--- config.mk ---
export PLATFORM = sky130hd
export DESIGN_NAME = blake_round_ctrl_flat
export DESIGN_NICKNAME = d
export VERILOG_FILES = /design/src/rtl/blake_round_ctrl_if.sv /design/src/rtl/blake_round_ctrl.sv /design/src/flat_wrapper.sv
export SDC_FILE = /design/constraint.sdc
export NUM_CORES = 1
export LEC_CHECK = 0
export ABC_AREA = 1
export BUFFER_PORTS_ARGS = -buffer_cell sky130_fd_sc_hd__buf_2
export CORE_MARGIN = 3
export CORE_UTILIZATION = 52
export DETAILED_ROUTE_END_ITERATION = 7
export PLACE_DENSITY_LB_ADDON = 0.3
export SLEW_MARGIN = 20
export SYNTH_ARGS = -nofsm -noshare
export SYNTH_HDL_FRONTEND = slang
export SYNTH_SLANG_ARGS = --single-unit
--- constraint.sdc ---
create_clock -name clk -period 1.65 [get_ports clk]
set_input_delay 0.165 -clock clk [delete_from_list [all_inputs] [get_ports clk]]
set_output_delay 0.165 -clock clk [all_outputs]
set_load 0.005 [all_outputs]
--- src/rtl/blake_round_ctrl_if.sv ---
// blake_round_ctrl_if: bundles the block-input handshake, hash-output handshake,
// round-counter link and status signals of blake_round_ctrl.
//   master : environment side (block source, hash sink, blake_counter)
//   slave  : controller side (blake_round_ctrl)
// Parameter CNT_W sets the width of blk_cnt.
interface blake_round_ctrl_if #(
    parameter int unsigned CNT_W = 16
);
    localparam int unsigned IDX_W = 7;

    logic             blk_valid;
    logic             blk_last;
    logic             blk_ready;
    logic             hash_valid;
    logic             hash_ready;
    logic             round_ing;
    logic [IDX_W-1:0] counter_idx;
    logic             count_done;
    logic             load_state;
    logic             ff_en;
    logic [CNT_W-1:0] blk_cnt;
    logic             busy;
    logic             err;

    modport master (
        output blk_valid, blk_last, hash_ready, counter_idx, count_done,
        input  blk_ready, hash_valid, round_ing, load_state, ff_en, blk_cnt, busy, err
    );

    modport slave (
        input  blk_valid, blk_last, hash_ready, counter_idx, count_done,
        output blk_ready, hash_valid, round_ing, load_state, ff_en, blk_cnt, busy, err
    );
endinterface

--- src/rtl/blake_round_ctrl.sv ---
// blake_round_ctrl: sequences one BLAKE-512 compression per accepted block:
// load pulse, one full blake_counter pass with round_ing high, feed-forward
// pulse, then (for the last block of a message) holds the hash until taken.
// Ports:
//   clk   : rising-edge clock
//   rstb  : asynchronous active-low reset
//   bus   : blake_round_ctrl_if.slave (block/hash handshakes, counter link,
//           load_state, ff_en, blk_cnt, busy, err)
// Parameters: LAST_IDX (final counter index), CNT_W (block counter width).
// Optional feature: define BLAKE_CTRL_CHECK_EN to build the sticky sequence
// checker driving err; otherwise err is tied 0.
module blake_round_ctrl #(
    parameter int unsigned LAST_IDX = 127,
    parameter int unsigned CNT_W    = 16
) (
    input  logic                clk,
    input  logic                rstb,
    blake_round_ctrl_if.slave   bus
);
    localparam int unsigned IDX_W = 7;

    typedef enum logic [2:0] {
        S_IDLE,
        S_LOAD,
        S_ROUND,
        S_FINAL,
        S_OUT
    } state_t;

    state_t           state_q, state_d;
    logic             last_q, last_d;
    logic [CNT_W-1:0] cnt_q, cnt_d;

    logic blk_ready_q, blk_ready_d;
    logic round_ing_q, round_ing_d;
    logic load_q, load_d;
    logic ff_q, ff_d;
    logic hash_valid_q, hash_valid_d;
    logic busy_q, busy_d;

    // Next state plus outputs decoded from the next state, so every output is a flop
    always_comb begin
        state_d = state_q;
        last_d  = last_q;
        cnt_d   = cnt_q;
        case (state_q)
            S_IDLE: begin
                if (bus.blk_valid && blk_ready_q) begin
                    last_d  = bus.blk_last;
                    cnt_d   = (cnt_q == '1) ? cnt_q : cnt_q + CNT_W'(1);
                    state_d = S_LOAD;
                end
            end
            S_LOAD:  state_d = S_ROUND;
            S_ROUND: begin
                if (bus.count_done && round_ing_q) begin
                    state_d = S_FINAL;
                end
            end
            S_FINAL: state_d = last_q ? S_OUT : S_IDLE;
            S_OUT: begin
                if (hash_valid_q && bus.hash_ready) begin
                    state_d = S_IDLE;
                    cnt_d   = '0;
                    last_d  = 1'b0;
                end
            end
            default: state_d = S_IDLE;
        endcase

        blk_ready_d  = (state_d == S_IDLE);
        busy_d       = (state_d != S_IDLE);
        load_d       = (state_d == S_LOAD);
        round_ing_d  = (state_d == S_ROUND);
        ff_d         = (state_d == S_FINAL);
        hash_valid_d = (state_d == S_OUT);
    end

    // State and registered outputs
    always_ff @(posedge clk or negedge rstb) begin
        if (!rstb) begin
            state_q      <= S_IDLE;
            last_q       <= 1'b0;
            cnt_q        <= '0;
            blk_ready_q  <= 1'b1;
            busy_q       <= 1'b0;
            load_q       <= 1'b0;
            round_ing_q  <= 1'b0;
            ff_q         <= 1'b0;
            hash_valid_q <= 1'b0;
        end else begin
            state_q      <= state_d;
            last_q       <= last_d;
            cnt_q        <= cnt_d;
            blk_ready_q  <= blk_ready_d;
            busy_q       <= busy_d;
            load_q       <= load_d;
            round_ing_q  <= round_ing_d;
            ff_q         <= ff_d;
            hash_valid_q <= hash_valid_d;
        end
    end

    assign bus.blk_ready  = blk_ready_q;
    assign bus.busy       = busy_q;
    assign bus.load_state = load_q;
    assign bus.round_ing  = round_ing_q;
    assign bus.ff_en      = ff_q;
    assign bus.hash_valid = hash_valid_q;
    assign bus.blk_cnt    = cnt_q;

`ifdef BLAKE_CTRL_CHECK_EN
    logic [IDX_W-1:0] exp_idx_q;
    logic             err_q;
    logic             idx_mis;
    logic             done_mis;

    assign idx_mis  = (bus.counter_idx != exp_idx_q);
    assign done_mis = (bus.count_done != (exp_idx_q == IDX_W'(LAST_IDX)));

    // Shadow index restarts at each load; any disagreement during a round is sticky
    always_ff @(posedge clk or negedge rstb) begin
        if (!rstb) begin
            exp_idx_q <= '0;
            err_q     <= 1'b0;
        end else begin
            if (load_q) begin
                exp_idx_q <= '0;
            end else if (round_ing_q) begin
                exp_idx_q <= exp_idx_q + IDX_W'(1);
            end
            if (round_ing_q && (idx_mis || done_mis)) begin
                err_q <= 1'b1;
            end
        end
    end

    assign bus.err = err_q;
`else
    logic unused_idx;
    assign unused_idx = (bus.counter_idx == IDX_W'(LAST_IDX));
    assign bus.err    = 1'b0;
`endif
endmodule

--- src/flat_wrapper.sv ---
// flat-port wrapper written by rule: the top's interface ports become plain ports
module blake_round_ctrl_flat 
#(
    parameter int unsigned LAST_IDX = 127,
    parameter int unsigned CNT_W    = 16
)
  (clk, rstb, bus_blk_valid, bus_blk_last, bus_hash_ready, bus_counter_idx, bus_count_done, bus_blk_ready, bus_hash_valid, bus_round_ing, bus_load_state, bus_ff_en, bus_blk_cnt, bus_busy, bus_err);
  blake_round_ctrl_if #(.CNT_W(CNT_W)) bus_i ();
  input  logic clk;
  input  logic rstb;
  input wire logic [$bits(bus_i.blk_valid)-1:0] bus_blk_valid;
  input wire logic [$bits(bus_i.blk_last)-1:0] bus_blk_last;
  input wire logic [$bits(bus_i.hash_ready)-1:0] bus_hash_ready;
  input wire logic [$bits(bus_i.counter_idx)-1:0] bus_counter_idx;
  input wire logic [$bits(bus_i.count_done)-1:0] bus_count_done;
  output wire logic [$bits(bus_i.blk_ready)-1:0] bus_blk_ready;
  output wire logic [$bits(bus_i.hash_valid)-1:0] bus_hash_valid;
  output wire logic [$bits(bus_i.round_ing)-1:0] bus_round_ing;
  output wire logic [$bits(bus_i.load_state)-1:0] bus_load_state;
  output wire logic [$bits(bus_i.ff_en)-1:0] bus_ff_en;
  output wire logic [$bits(bus_i.blk_cnt)-1:0] bus_blk_cnt;
  output wire logic [$bits(bus_i.busy)-1:0] bus_busy;
  output wire logic [$bits(bus_i.err)-1:0] bus_err;
  assign bus_i.blk_valid = bus_blk_valid;
  assign bus_i.blk_last = bus_blk_last;
  assign bus_i.hash_ready = bus_hash_ready;
  assign bus_i.counter_idx = bus_counter_idx;
  assign bus_i.count_done = bus_count_done;
  assign bus_blk_ready = bus_i.blk_ready;
  assign bus_hash_valid = bus_i.hash_valid;
  assign bus_round_ing = bus_i.round_ing;
  assign bus_load_state = bus_i.load_state;
  assign bus_ff_en = bus_i.ff_en;
  assign bus_blk_cnt = bus_i.blk_cnt;
  assign bus_busy = bus_i.busy;
  assign bus_err = bus_i.err;
  blake_round_ctrl #(.LAST_IDX(LAST_IDX), .CNT_W(CNT_W)) u_core (.clk(clk), .rstb(rstb), .bus(bus_i));
endmodule
==> results of run 1 <==
==> area by class of cell <==
cell class | count | share of cell area (%)
multi-input cells | 138 | 43.55
flip-flops and latches | 26 | 37.32
repair buffers | 32 | 10.74
inverters | 15 | 3.223
well taps | 30 | 2.149
clock inverters | 1 | 1.719
clock buffers | 3 | 1.289
==> cell families (layout without fill, tap and decap cells) <==
| family | Yosys count | after routing | share of synthesized area, % |
|---|---|---|---|
| xor+xnor | 4 | 4 | 2.359 |
| compound gates | 21 | 21 | 10.03 |
| other cells | 1 | 1 | 0.2525 |
| flops | 26 | 26 | 43.89 |
| fa+ha+maj | 1 | 1 | 0.8423 |
| simple gates | 110 | 111 | 36.23 |
| buf+inv | 18 | 51 | 6.403 |
==> sequential cells by signal, summed over array words and instances, names as in the netlist <==
| name | cells |
|---|---|
| u_core.state_q | 3 |
| u_core.bus.blk_cnt | 16 |
| u_core.bus.hash_valid | 1 |
| u_core.bus.blk_ready | 1 |
| u_core.bus.busy | 1 |
| u_core.last_q | 1 |
| u_core.bus.round_ing | 1 |
| u_core.bus.ff_en | 1 |
| u_core.bus.load_state | 1 |
==> cells in the final DEF, fill, tap and decap left out, types with 4 or more instances in the layout <==
cell type                 netlist  final
sky130_fd_sc_hd__nand2_1       54     54
sky130_fd_sc_hd__buf_2          0     27
sky130_fd_sc_hd__dfrtp_1       25     25
sky130_fd_sc_hd__nor2_1        21     21
sky130_fd_sc_hd__nand3_1       13     13
sky130_fd_sc_hd__inv_1          9      9
sky130_fd_sc_hd__nand4_1        7      7
sky130_fd_sc_hd__o21ai_2        7      7
sky130_fd_sc_hd__inv_2          6      6
sky130_fd_sc_hd__o21ai_1        6      6
sky130_fd_sc_hd__xor2_1         4      4
sky130_fd_sc_hd__o21ai_0        4      4
==> power by group <==
| part | internal, mW | leakage [nW] | total (mW) | switching, mW |
|---|---|---|---|---|
| Clock | 0.246 | 0.0279 | 0.441 | 0.195 |
| Sequential | 0.804 | 0.345 | 0.943 | 0.139 |
| Combinational | 0.333 | 0.506 | 0.801 | 0.469 |
| Total | 1.38 | 0.879 | 2.19 | 0.803 |
==> routing by layer <==
layer | vias to the layer above | GRT usage [%] | share of wire (%)
met1 | 609 | 26.72 | 47
li1 | 652 | - | -
met4 | 0 | 9.709 | 1.3
met2 | 44 | 30.27 | 47
met3 | 4 | 2.397 | 4.9
met5 | - | 0 | 0
==> worst paths after layout <==
path / endpoint / start / depth (start not counted) / slack, ps
max: u_core.bus.blk_cnt[3] / u_core.bus.blk_cnt[0] / 9 / 60
max in group asynchronous: u_core.bus.blk_ready / rstb / 2 / 920
min reg2reg: u_core.bus.ff_en / u_core.state_q[0] / 1 / 540
min: u_core.last_q / bus_blk_last / 2 / 70
max reg2reg: u_core.bus.blk_cnt[3] / u_core.bus.blk_cnt[0] / 9 / 60
min in group asynchronous: u_core.bus.blk_cnt[4] / rstb / 2 / 350
==> repair_timing <==
action / CTS / global route
hold buffers: 1 / 0
endpoints found under the setup margin: 0 / 9
resized for setup: 0 / 2
endpoints found under the hold margin: 25 / 0
==> impl_table.tex, run 1 <==
\begin{tabular}{lr}
\hline
Metric & Value \\
\hline
\multicolumn{2}{l}{\textbf{Pwr}} \\
\quad Leakage dissipation & roughly 0.88 nW \\
\quad Power, Total & $\sim$2.2 mW \\
\quad Power density over the cells & 1251 nW/um2 \\
\quad Worst vdd rail ir drop & about 0.00095 V \\
\multicolumn{2}{l}{\textbf{Setup path}} \\
\quad Worst path buffer plus inverter count & 0 \\
\quad Kind of critical path & register to register \\
\quad Peak fanout along the critical path & 9 \\
\quad Startpoint Class & register \\
\quad Maximum single-stage delay on the critical path & 380 ps \\
\quad Critical path endpoint category & register \\
\quad Signal arrival time at the worst endpoint & 1850 ps \\
\quad Cells along the critical path & ha\_1, nand2\_1, nor2\_4, nand2\_4, nor2\_8, nand2\_4, nand2\_4, nand2\_1, o21ai\_2 \\
\quad CP most frequent cell & sky130\_fd\_sc\_hd\_\_nand2\_4 \\
\quad CP top delay family & simple AND/OR/NAND/NOR gates \\
\quad Worst path slowest cell & sky130\_fd\_sc\_hd\_\_dfrtp\_1 \\
\quad Worst path required time & 1910 ps \\
\multicolumn{2}{l}{\textbf{Floorplanning}} \\
\quad Die Height & between 50 and 60 um \\
\quad Standard cell core area & 2590 um2 \\
\quad Total die area & roughly 3500 um2 \\
\quad Overall die width & 59.44 um \\
\quad Effective utilization at floorplan & 57.34\% \\
\quad Std-Cell Rows & 18 \\
\quad \# IOs & 36 \\
\multicolumn{2}{l}{\textbf{STA}} \\
\quad Worst-case setup margin in the final layout & 63.31 ps \\
\quad \# setup viols final & 0 \\
\quad Upper clock frequency limit & 630.2 MHz \\
\quad Sum of negative setup slack & 0 ps \\
\quad Worst hold slack & 71.48 ps \\
\quad Time the worst path needs with I/O delays and setup & about 1600 ps \\
\quad Actual transition at the worst max-transition pin & 559.2 ps \\
\quad Largest clock skew in the final design & 7.805 ps \\
\quad Pins Over Slew Limit & 0 \\
\quad Hold Vio Cnt, Final & 0 \\
\quad Portion of the clock cycle consumed by the worst path in the final layout & between 90\% and 100\% \\
\quad Worst-case headroom to the max-slew limit & 62.72\% \\
\quad Unrepaired setup endpoints after global routing & true \\
\multicolumn{2}{l}{\textbf{Logic synthesis}} \\
\quad Cell area after synthesis & 1485 um2 \\
\quad Share of the synthesized area in the top cell type & 42.12\% \\
\quad Synth cell count leaders & sky130\_fd\_sc\_hd\_\_nand2\_1, sky130\_fd\_sc\_hd\_\_dfrtp\_1, sky130\_fd\_sc\_hd\_\_nor2\_1 \\
\quad Top cells by area in the synthesized netlist & sky130\_fd\_sc\_hd\_\_dfrtp\_1, sky130\_fd\_sc\_hd\_\_nand2\_1, sky130\_fd\_sc\_hd\_\_nor2\_1 \\
\quad Synthesized netlist net count & 195 \\
\quad Number of enable-type register cells in the synthesized netlist & 0 \\
\quad Area leader, netlist & sky130\_fd\_sc\_hd\_\_dfrtp\_1 \\
\quad Synth async-reset ratio & 100.0\% \\
\quad Top\_reg\_cell synth & sky130\_fd\_sc\_hd\_\_dfrtp\_1 \\
\quad Part of the Yosys area used for sequential elements & between 40\% and 50\% \\
\quad Avg Inst Size Synth & 8.205 um2 \\
\quad Register bit total from synthesis & 26 \\
\quad Yosys warns & 0 \\
\quad Count of different cell masters after synthesis & 30 \\
\quad Dominant cell by count in the synthesized netlist & sky130\_fd\_sc\_hd\_\_nand2\_1 \\
\quad Gate Count Post-Synth & around 180 \\
\multicolumn{2}{l}{\textbf{Final layout}} \\
\quad Antenna fix cells & 0 \\
\quad Syn-to-layout area delta & 17.61\% \\
\quad Filler Cell Count & 227 \\
\quad Proportion of layout cells with a drive suffix above 1 & 30.23\% \\
\quad Area of all sequential standard cells & 651.9 um2 \\
\quad Final standard cell utilization of the core & $\sim$67\% \\
\quad Number of nets in the final layout & 230 \\
\quad Number of standard cells in the final layout excluding fillers & 245 \\
\quad Area of the multi-input gates & 760.7 um2 \\
\quad Final design instance area without fill & 1747 um2 \\
\multicolumn{2}{l}{\textbf{Placement}} \\
\quad Total placed instance area & 1662 um2 \\
\quad Count of input and output buffers & 27 \\
\quad Post-detailed-placement half-perimeter wirelength & 2391 um \\
\quad Post-Place Worst Slack & just under 90 ps \\
\quad Post-Place Cells & between 200 and 250 \\
\quad Final GP Congestion & 0.9039 \\
\multicolumn{2}{l}{\textbf{CTS}} \\
\quad Setup Buffers After CTS & 0 \\
\quad Clock tree from TritonCTS & yes \\
\quad H-tree levels & 1 \\
\quad Reg clk slew, reported paths & 150 ps \\
\quad Inserted Clock Buffers & 3 \\
\quad CTS max path bufs & 2 \\
\quad Clock root buffer master & sky130\_fd\_sc\_hd\_\_clkbuf\_4 \\
\quad \# clock sinks & 26 \\
\quad Clock latency of the later-clocked register in the worst-skew pair & 320 ps \\
\multicolumn{2}{l}{\textbf{Drt}} \\
\quad Remaining antenna violation count after routing & 0 \\
\quad Via-to-Cell Ratio & 5.343 \\
\quad Routed len/inst & about 13 um \\
\quad DRC violation count after routing & 0 \\
\quad Detailed Routing Iterations Pass 1 & 4 \\
\quad Wirelength, routed & 3304 um \\
\quad Via count & approximately 1,300 \\
\quad DRC violation total after the first TritonRoute iteration & 45 \\
\multicolumn{2}{l}{\textbf{Job}} \\
\quad Total of max-cap violations & 0 \\
\multicolumn{2}{l}{\textbf{Status}} \\
\quad Outcome & finished, final reports clean \\
\multicolumn{2}{l}{\textbf{Global route}} \\
\quad Wire length of the first global-routing pass & 5250 um \\
\quad Tot GR Track Use & 19.52\% \\
\quad Largest net degree at the start of global routing & 27 \\
\quad Number of global-route vias before repair & 1,248 \\
\quad Remaining global-route overflow & 0 \\
\quad Antenna violations before repair & 0 \\
\multicolumn{2}{l}{\textbf{Min path}} \\
\quad Hold Crit Class & primary input to register \\
\hline
\end{tabular}
No activity file was read; power rests on OpenSTA's default activity.
==> run 2, diff against run 1 <==
--- a/config.mk
+++ b/config.mk
@@ -6,11 +6,11 @@
 export NUM_CORES = 1
 export LEC_CHECK = 0
 export ABC_AREA = 1
-export BUFFER_PORTS_ARGS = -buffer_cell sky130_fd_sc_hd__buf_2
 export CORE_MARGIN = 3
-export CORE_UTILIZATION = 52
+export CORE_UTILIZATION = 62
 export DETAILED_ROUTE_END_ITERATION = 7
-export PLACE_DENSITY_LB_ADDON = 0.3
+export DONT_BUFFER_PORTS = 1
+export PLACE_DENSITY = 0.84
 export SLEW_MARGIN = 20
 export SYNTH_ARGS = -nofsm -noshare
 export SYNTH_HDL_FRONTEND = slang
==> run 2 against run 1 <==
  * Clock skew hardly changed
  * Via count is 2.5% lower
  * Largest power group unchanged
  * Highest routed layer unchanged
  * Sequential share of layout area is 1.9 points higher
==> impl_table.tex, run 2 (same netlist as run 1, synthesis figures left out) <==
\begin{tabular}{lr}
\hline
Metric & Value \\
\hline
\multicolumn{2}{l}{\textbf{Status}} \\
\quad Outcome & finished, final reports clean \\
\multicolumn{2}{l}{\textbf{Pwr}} \\
\quad Clock group share of total power & 21.1\% (+0.9 points) \\
\quad Internal cell power & 1.300 mW (-5.9\%) \\
\quad Switching share of total power & 37.60\% (+0.86 points) \\
\quad Relative contribution of combinational cells to total power & 32.2\% (-4.5 points) \\
\quad Worst vdd rail ir drop & 0.001122 V (+18\%) \\
\quad Power density over the cells & 1252 nW/um2 (+0.11\%) \\
\quad Switching power & 0.7836 mW (-2.4\%) \\
\quad Power, Total & 2.084 mW (-4.6\%) \\
\quad Fraction of power consumed by sequential logic & 46.7\% (+3.5 points) \\
\quad Leakage dissipation & 0.7747 nW (-12\%) \\
\multicolumn{2}{l}{\textbf{Floorplanning}} \\
\quad Total die area & 3019 um2 (-15\%) \\
\quad \# IOs & 36 (unchanged) \\
\quad Overall die width & 54.95 um (-7.6\%) \\
\quad Std-Cell Rows & 17 (-1) \\
\quad Die Height & 54.95 um (-7.6\%) \\
\quad Standard cell core area & 2233 um2 (-14\%) \\
\quad Effective utilization at floorplan & 66.50\% (+9.2 points) \\
\multicolumn{2}{l}{\textbf{Global route}} \\
\quad Wire length of the first global-routing pass & 5181 um (-1.3\%) \\
\quad Tot GR Track Use & 23.99\% (+4.5 points) \\
\quad Remaining global-route overflow & 0 (unchanged) \\
\quad Largest net degree at the start of global routing & 27 (unchanged) \\
\quad Antenna violations before repair & 0 (unchanged) \\
\quad Number of global-route vias before repair & 1,264 (+1.3\%) \\
\multicolumn{2}{l}{\textbf{Drt}} \\
\quad Via count & 1,276 (-2.5\%) \\
\quad Detailed Routing Iterations Pass 1 & 4 (unchanged) \\
\quad DRC violation count after routing & 0 (unchanged) \\
\quad Via-to-Cell Ratio & 5.748 (+7.6\%) \\
\quad DRC violation total after the first TritonRoute iteration & 51 (+13\%) \\
\quad Routed len/inst & 15.40 um (+14\%) \\
\quad Wirelength, routed & 3419 um (+3.5\%) \\
\quad Remaining antenna violation count after routing & 0 (unchanged) \\
\multicolumn{2}{l}{\textbf{Setup path}} \\
\quad Worst path required time & 1910 ps (about the same) \\
\quad Kind of critical path & register to register \\
\quad Peak fanout along the critical path & 9 (unchanged) \\
\quad Startpoint Class & register \\
\quad Signal arrival time at the worst endpoint & 1820 ps (-30 ps) \\
\quad Critical path endpoint category & register \\
\multicolumn{2}{l}{\textbf{Placement}} \\
\quad Count of input and output buffers & 0 (-100\%) \\
\quad Post-detailed-placement half-perimeter wirelength & 2193 um (-8.3\%) \\
\quad Post-Place Worst Slack & 120.5 ps (+33.00 ps) \\
\quad Final GP Congestion & 0.8656 (-4.2\%) \\
\multicolumn{2}{l}{\textbf{CTS}} \\
\quad Reg clk slew, reported paths & 140 ps (about the same) \\
\quad \# clock sinks & 26 (unchanged) \\
\quad Clock root buffer master & sky130\_fd\_sc\_hd\_\_clkbuf\_4 \\
\quad H-tree levels & 1 (unchanged) \\
\quad Clock latency of the later-clocked register in the worst-skew pair & 330 ps (about the same) \\
\quad CTS max path bufs & 2 (unchanged) \\
\quad Inserted Clock Buffers & 3 (unchanged) \\
\quad Clock tree from TritonCTS & yes \\
\multicolumn{2}{l}{\textbf{STA}} \\
\quad Upper clock frequency limit & 643.8 MHz (+2.2\%) \\
\quad Time the worst path needs with I/O delays and setup & 1553 ps (-33.52 ps) \\
\quad Worst-case setup margin in the final layout & 96.83 ps (+33.52 ps) \\
\quad \# setup viols final & 0 (unchanged) \\
\quad Unrepaired setup endpoints after global routing & false \\
\quad Pins Over Slew Limit & 0 (unchanged) \\
\quad Hold Vio Cnt, Final & 0 (unchanged) \\
\quad Sum of negative setup slack & 0 ps (unchanged) \\
\quad Portion of the clock cycle consumed by the worst path in the final layout & 94.13\% (-2.0 points) \\
\quad Largest clock skew in the final design & 7.428 ps (-0.3768 ps) \\
\multicolumn{2}{l}{\textbf{Final layout}} \\
\quad Syn-to-layout area delta & 12.05\% \\
\quad Top library cells by usage in the layout, fill and taps aside & sky130\_fd\_sc\_hd\_\_nand2\_1, sky130\_fd\_sc\_hd\_\_dfrtp\_1, sky130\_fd\_sc\_hd\_\_nor2\_1 \\
\quad Most common cell after layout, fill and taps aside & sky130\_fd\_sc\_hd\_\_nand2\_1 \\
\quad Number of flip-flops in the largest register & 16 (unchanged) \\
\quad Antenna fix cells & 0 (unchanged) \\
\quad Proportion of layout cells with a drive suffix above 1 & 21.65\% (-8.6 points) \\
\quad Number of nets in the final layout & 209 (-9.1\%) \\
\quad Filler Cell Count & 165 (-27\%) \\
\multicolumn{2}{l}{\textbf{Min path}} \\
\quad Hold Crit Class & primary input to register \\
\multicolumn{2}{l}{\textbf{Job}} \\
\quad Total of max-cap violations & 0 (unchanged) \\
\hline
\end{tabular}
## run 2: cell count changes in the layout (fill, tap and decap cells not counted), sizes merged
cell / change
buf: -24
dlygate4sd3: +3
## run 2: final timing paths
kind | startpoint | endpoint | slack, ps | cells past startpoint
min in group asynchronous | rstb | u_core.bus.blk_cnt[4] | 240 | 2
worst max register to register | u_core.bus.blk_cnt[0] | u_core.bus.blk_cnt[0] | 100 | 9
worst min-delay path | bus_hash_ready | u_core.bus.hash_valid | 120 | 3
worst max-delay path | u_core.bus.blk_cnt[0] | u_core.bus.blk_cnt[0] | 100 | 9
max in group asynchronous | rstb | u_core.bus.blk_ready | 1170 | 2
worst min register to register | u_core.state_q[0] | u_core.bus.ff_en | 530 | 1
## run 2: repair_timing
item / CTS / global route
endpoints found under the setup margin: 0 / 6
setup buffers: 0 / 1
endpoints found under the hold margin: 29 / 0
hold buffers: 5 / 0
resized for setup: 0 / 3
## run 2: layout make-up
| cell class | instances | area, um2 | share of cell area [%] |
|---|---|---|---|
| multi-input combinational | 138 | 763.2 | 45.86 |
| clock inverter | 1 | 30.03 | 1.805 |
| clock buffer | 3 | 22.52 | 1.353 |
| sequential | 26 | 651.9 | 39.17 |
| tap | 28 | 35.03 | 2.105 |
| inverter | 15 | 56.30 | 3.383 |
| timing repair buffer | 11 | 105.1 | 6.316 |
## run 2: stage by stage
| stage | area, um2 | util [%] | hold slack (ps) | instances |
|---|---|---|---|---|
| finish | 1664 | 74.51 | 120.5 | 222 |
| global route | 1664 | 74.51 | 152.9 | 222 |
| CTS | 1632 | 73.05 | 105.8 | 220 |
| detailed placement | 1519 | 68.01 | -130.0 | 211 |
| global placement | 1519 | 68.01 | -130.0 | 211 |
| floorplan | 1485 | - | -130.6 | 181 |
## run 2: critical path, stage by stage (launching register included)
cell,delay [ps]
sky130_fd_sc_hd__dfrtp_1,380
sky130_fd_sc_hd__ha_1,200
sky130_fd_sc_hd__nand2_2,100
sky130_fd_sc_hd__nor2_4,170
sky130_fd_sc_hd__nand2_4,90
sky130_fd_sc_hd__nor2_8,120
sky130_fd_sc_hd__nand2_4,120
sky130_fd_sc_hd__nand2_4,170
sky130_fd_sc_hd__nand2_1,80
sky130_fd_sc_hd__o21ai_2,50
## run 2: power by group through the flow
stage	Combinational (mW)	Clock [mW]	Sequential, mW
after floorplan	0.496	0	0.964
after global placement	0.588	0	0.972
after detailed placement	0.616	0	0.976
after CTS	0.643	0.451	0.964
after global routing	0.758	0.477	0.999
final	0.670	0.441	0.973
## run 2: layer usage
layer,routed length (um),up-vias,track usage (%)
li1,-,614,-
met4,109,0,16.19
met2,1748,51,37.40
met5,0,-,0
met3,238,14,5.630
met1,1322,597,29.33
